--- src/rtl/or4_serial_unit_if.sv ---
// Operand/result bundle for or4_serial_unit: start request with operands in,
// busy/done handshake, parallel result and serial result stream out.
interface or4_serial_unit_if;
    logic       start;
    logic [3:0] A;
    logic [3:0] B;
    logic       busy;
    logic       done;
    logic [3:0] S;
    logic       bit_out;
    logic       bit_valid;
    logic [1:0] bit_idx;

    // Operand-entry side: issues requests, observes the result.
    modport master (
        output start, A, B,
        input  busy, done, S, bit_out, bit_valid, bit_idx
    );

    // Serial unit side.
    modport slave (
        input  start, A, B,
        output busy, done, S, bit_out, bit_valid, bit_idx
    );
endinterface

--- src/rtl/or4_serial_unit.sv ---
// Bit-serial 4-bit OR unit. Latches A/B on an accepted start, produces one
// result bit per cycle through a single 1-bit OR stage, then presents the
// assembled result on S with a one-cycle done pulse.
// Build option: OR4_SERIAL_MSB_FIRST_EN selects MSB-first bit order
// (bit_idx 3,2,1,0); default is LSB-first (bit_idx 0,1,2,3).
//
// state | meaning
// ------+-----------------------------------------------------------
// IDLE  | waiting for start; outputs quiet, S holds last result
// RUN   | four cycles, one serial result bit per cycle
// DONE  | one cycle, done pulse, S carries the new result
module or4_serial_unit (
    input  logic             clk,
    input  logic             reset,
    or4_serial_unit_if.slave bus
);

    typedef enum logic [1:0] {
        IDLE = 2'd0,
        RUN  = 2'd1,
        DONE = 2'd2
    } state_t;

    state_t     state, state_n;
    logic [3:0] a_sh, a_sh_n;
    logic [3:0] b_sh, b_sh_n;
    logic [1:0] cnt, cnt_n;
    logic [3:0] part, part_n;

    logic       busy_n;
    logic       done_n;
    logic [3:0] s_n;
    logic       bit_out_n;
    logic       bit_valid_n;
    logic [1:0] bit_idx_n;

`ifdef OR4_SERIAL_MSB_FIRST_EN
    function automatic logic head(input logic [3:0] v);
        return v[3];
    endfunction

    function automatic logic [3:0] advance(input logic [3:0] v);
        return {v[2:0], 1'b0};
    endfunction

    function automatic logic [1:0] pos(input logic [1:0] c);
        return ~c;
    endfunction
`else
    function automatic logic head(input logic [3:0] v);
        return v[0];
    endfunction

    function automatic logic [3:0] advance(input logic [3:0] v);
        return {1'b0, v[3:1]};
    endfunction

    function automatic logic [1:0] pos(input logic [1:0] c);
        return c;
    endfunction
`endif

    // State, datapath and output registers; reset clears everything.
    always_ff @(posedge clk) begin
        if (reset) begin
            state         <= IDLE;
            a_sh          <= 4'd0;
            b_sh          <= 4'd0;
            cnt           <= 2'd0;
            part          <= 4'd0;
            bus.busy      <= 1'b0;
            bus.done      <= 1'b0;
            bus.S         <= 4'd0;
            bus.bit_out   <= 1'b0;
            bus.bit_valid <= 1'b0;
            bus.bit_idx   <= 2'd0;
        end else begin
            state         <= state_n;
            a_sh          <= a_sh_n;
            b_sh          <= b_sh_n;
            cnt           <= cnt_n;
            part          <= part_n;
            bus.busy      <= busy_n;
            bus.done      <= done_n;
            bus.S         <= s_n;
            bus.bit_out   <= bit_out_n;
            bus.bit_valid <= bit_valid_n;
            bus.bit_idx   <= bit_idx_n;
        end
    end

    // Next-state and next-output logic. Outputs are computed one cycle
    // ahead so that every port comes straight from a flop; the single OR
    // stage looks at the head of the shift registers as they will be.
    always_comb begin
        state_n     = state;
        a_sh_n      = a_sh;
        b_sh_n      = b_sh;
        cnt_n       = cnt;
        part_n      = part;
        busy_n      = 1'b0;
        done_n      = 1'b0;
        s_n         = bus.S;
        bit_out_n   = 1'b0;
        bit_valid_n = 1'b0;
        bit_idx_n   = 2'd0;

        unique case (state)
            IDLE: begin
                if (bus.start) begin
                    state_n     = RUN;
                    a_sh_n      = bus.A;
                    b_sh_n      = bus.B;
                    cnt_n       = 2'd0;
                    part_n      = 4'd0;
                    busy_n      = 1'b1;
                    bit_valid_n = 1'b1;
                    bit_idx_n   = pos(2'd0);
                    bit_out_n   = head(a_sh_n) | head(b_sh_n);
                end
            end

            RUN: begin
                busy_n                = 1'b1;
                part_n[bus.bit_idx]   = bus.bit_out;
                a_sh_n                = advance(a_sh);
                b_sh_n                = advance(b_sh);
                cnt_n                 = cnt + 2'd1;
                if (cnt == 2'd3) begin
                    state_n = DONE;
                    done_n  = 1'b1;
                    s_n     = part_n;
                end else begin
                    bit_valid_n = 1'b1;
                    bit_idx_n   = pos(cnt_n);
                    bit_out_n   = head(a_sh_n) | head(b_sh_n);
                end
            end

            DONE: begin
                state_n = IDLE;
            end

            default: begin
                state_n = IDLE;
            end
        endcase
    end

endmodule

--- src/flat_wrapper.sv ---
// flat-port wrapper written by rule: the top's interface ports become plain ports
module or4_serial_unit_flat 
  (clk, reset, bus_start, bus_A, bus_B, bus_busy, bus_done, bus_S, bus_bit_out, bus_bit_valid, bus_bit_idx);
  or4_serial_unit_if bus_i ();
  input  logic clk;
  input  logic reset;
  input wire logic [$bits(bus_i.start)-1:0] bus_start;
  input wire logic [$bits(bus_i.A)-1:0] bus_A;
  input wire logic [$bits(bus_i.B)-1:0] bus_B;
  output wire logic [$bits(bus_i.busy)-1:0] bus_busy;
  output wire logic [$bits(bus_i.done)-1:0] bus_done;
  output wire logic [$bits(bus_i.S)-1:0] bus_S;
  output wire logic [$bits(bus_i.bit_out)-1:0] bus_bit_out;
  output wire logic [$bits(bus_i.bit_valid)-1:0] bus_bit_valid;
  output wire logic [$bits(bus_i.bit_idx)-1:0] bus_bit_idx;
  assign bus_i.start = bus_start;
  assign bus_i.A = bus_A;
  assign bus_i.B = bus_B;
  assign bus_busy = bus_i.busy;
  assign bus_done = bus_i.done;
  assign bus_S = bus_i.S;
  assign bus_bit_out = bus_i.bit_out;
  assign bus_bit_valid = bus_i.bit_valid;
  assign bus_bit_idx = bus_i.bit_idx;
  or4_serial_unit u_core (.clk(clk), .reset(reset), .bus(bus_i));
endmodule
--- config.mk ---
export PLATFORM = sky130hd
export DESIGN_NAME = or4_serial_unit_flat
export DESIGN_NICKNAME = d
export VERILOG_FILES = /design/src/rtl/or4_serial_unit_if.sv /design/src/rtl/or4_serial_unit.sv /design/src/flat_wrapper.sv
export SDC_FILE = /design/constraint.sdc
export NUM_CORES = 1
export LEC_CHECK = 0
export ABC_AREA = 0
export CORE_MARGIN = 2
export CORE_UTILIZATION = 45
export DETAILED_ROUTE_END_ITERATION = 16
export PLACE_DENSITY_LB_ADDON = 0.1
export SETUP_SLACK_MARGIN = 0.15
export SKIP_LAST_GASP = 1
export SYNTH_ARGS = -nofsm -noshare
export SYNTH_HDL_FRONTEND = slang
export SYNTH_SLANG_ARGS = --single-unit
--- constraint.sdc ---
create_clock -name clk -period 1.4 [get_ports clk]
set_clock_uncertainty 0.15 [all_clocks]
set_input_delay 0.42 -clock clk [delete_from_list [all_inputs] [get_ports clk]]
set_output_delay 0.42 -clock clk [all_outputs]
set_load 0.05 [all_outputs]
==> results.ini <==
[logic_synthesis]
synth_edf_count = 0
synthesis.nets = 105
syn_area_per_cell_um2 = 10.06
synth_cell_types = 25
synth_area_leaders = dfxtp_1 (51%), a22o_1 (6.6%), mux2i_1 (4.3%)
netlist_instances = 93
syn-cell-area_um2 = 935.9
yosysWarningCount = 0
synth-async-reset-ratio_pct = 0
yosys.area.top_type = dfxtp_1
ys_seq_area_share_pct = 51.34
synth_flop_cell = dfxtp_1
synth_common_cells = dfxtp_1 (24), nor2_1 (8), a22o_1 (7)
yosysTopAreaCellShare_pct = 51.34
ys_ff_latch = 24
synth.most_common_cell = dfxtp_1

[cells_and_area]
area_delta_synth_final_pct = 68.18
final_util_pct = 80.23
nFillCells = 125
drive_above_1_share_pct = 53.13
stdcell_area_um2 = 1574
diodes = 0
final_nets = 141

[placed_design]
dp_hpwl_um = 1399
port_buffers = 20
post-place-ws_ns = -0.4303
globalplace.congestion = 0.7370
dpl_cell_area_um2 = 1326

[run_status]
status = finished with violations
violations = negative setup slack

[route]
routed_wl_um = 2251
first_pass_iters = 4
drt_iter0_drc = 9
avgViaCountPerCell = 5.194
ant_nets = 0
vias = 805
wl_per_cell_um = 14.52
drc = 0

[sta]
fin_ws_ns = -0.002515
maxSlewHeadroom_pct = 85.06
finalCritPeriodShare_pct = 100.2
period_needed_ns = 1.403
drv_slew = 0
rsz0062_at_grt = true
max_freq_ghz = 0.7130
setup_violations = 4
whs_ns = 0.3445
hold_violations = 0
max_slew.worst_pin.slew_ns = 0.2198

[worst_setup_path]
cp-end-kind = primary output
critPathRequiredTime_ns = 0.83
slowest_delay_ns = 0.38
arrival_ns = 0.83
rr_worst_depth = 3
worstPathCellList = buf_12
cp.depth = 1
critPathBufInv = 1
rr_startpoint = u_core.state[0]
startpoint_type = register
r2r_slack_ns = 0.09
path_max_fanout = 2
criticalPathCategory = reg2out
r2r_end = u_core.bus.bit_idx[1]
slowest_stage = dfxtp_4
critical_path.top_delay_family = flip-flops

[clock_tree]
clock_path_buffers = 2
cts_made_buffers = 3
clock_latency_ns = 0.31
cts_htree_levels = 1
clkSinkCount = 24
hold_buffers = 0
clk_pin_slew_worst_paths_ns = 0.13
cts_root_buf = clkbuf_4
cts_tree = built

[grt]
grt_pass1_wl_um = 3512
overflow = 0
antenna_found_initial = 0
grt_max_degree = 14
first_global_vias = 804
grt.total_usage_pct = 18.58

[job]
maxCapViolCount = 0

[floorplan]
num_rows = 16
die_area_um2 = 2461
io_pins = 21
chipHeight_um = 49.61
die_x_um = 49.61
core_um2 = 1962
initial_utilization_pct = 47.70

[power]
max-vdd-ir-drop_mv = 0.7473
p_leak_nw = 0.6097
powerDensity_nw_per_um2 = 853.2

[worst_hold_path]
worstHoldPathCells = 2
hold_path_end = u_core.b_sh[3]
hold_class = reg2reg
min_from = u_core.b_sh[3]

[flip-flops by register name, indices dropped and copies added, names as in the netlist]
signal and count:
u_core.bus.busy 1, u_core.b_sh 3, u_core.bus.bit_valid 1, u_core.bus.bit_out 1, u_core.bus.done 1, u_core.a_sh 3, u_core.state 2, u_core.part 4
u_core.bus.bit_idx 2, u_core.bus.S 4, u_core.cnt 2
[cells in the final DEF, fill, tap and decap left out, drive strengths merged]
cell,synthesis,final
nor2b,5,5
nor3,4,4
clkdlybuf4s50,0,8
nand4bb,2,2
a211oi,4,4
o21ai,6,6
a22o,7,7
dfxtp,24,24
and3b,1,2
o211a,1,1
mux2i,4,4
ha,1,1
nand2,5,5
a21oi,4,4
o21a,1,1
and3,1,1
inv,2,2
nor2,8,8
o21ba,1,1
o2bb2ai,4,4
buf,4,26
dlygate4sd2,0,2
clkbuf,2,4
or3b,2,2
[cells by family after synthesis]
| logic type | after synthesis | synth area share, % |
|---|---|---|
| AO/OA/AOI/OAI | 28 | 21.79 |
| adder cells (fa/ha/maj) | 1 | 1.337 |
| buffers and inverters | 8 | 4.679 |
| flip-flops | 24 | 51.34 |
| multiplexers | 4 | 4.278 |
| AND/OR/NAND/NOR | 28 | 16.58 |
[worst max path at each step]
| stage | start | end | slack (ns) |
|---|---|---|---|
| 2_1_floorplan | reset | u_core.bus.bit_idx[1] | 0.11 |
| 4_1_cts | u_core.bus.S[1] | bus_S[1] | 0.003 |
| 3_5_place_dp | reset | u_core.bus.bit_idx[1] | -0.43 |
| 5_1_grt | u_core.bus.S[3] | bus_S[3] | -0.03 |
| 3_3_place_gp | reset | u_core.bus.bit_idx[1] | -0.40 |
| 6_report | u_core.bus.bit_idx[0] | bus_bit_idx[0] | -0.003 |
[power breakdown]
part	switching [mW]	leakage (nW)	internal, mW	total [mW]
clock	0.207	0.0210	0.159	0.366
combinational	0.112	0.386	0.133	0.245
sequential	0.0253	0.203	0.707	0.732
[layer usage]
layer | vias to the layer above | track usage, % | wire, um
met1 | 372 | 21.99 | 992
met5 | - | 0 | 0
met3 | 6 | 3.333 | 74
met4 | 0 | 7.870 | 66
li1 | 407 | - | -
met2 | 20 | 32.67 | 1117
[metrics by stage]
stage	total power, mW	TNS, ns	instances
2_1_floorplan	0.8493	0	93
3_3_place_gp	0.9514	-5.911	145
3_5_place_dp	0.9558	-6.365	145
4_1_cts	1.327	0	153
5_1_grt	1.390	-0.2587	155
6_report	1.343	-0.008543	155
[layout make-up]
class	instances	area (um^2)	area share, %
repair buffers	36	436.7	27.74
multi-input cells	62	549.3	34.90
well taps	27	33.78	2.146
flip-flops and latches	24	510.5	32.43
clock buffers	4	36.28	2.305
inverters	2	7.507	0.4769
[repair_timing]
action / 4_1_cts / 5_1_grt
setup endpoints to repair: 33 / 30
gates resized for setup: 31 / 19
pin swaps: 5 / 10
gates cloned: 1 / 0
endpoints found under the hold margin: 0 / 0
buffers inserted: 3 / 2
Power figures use the tool's default switching activity.
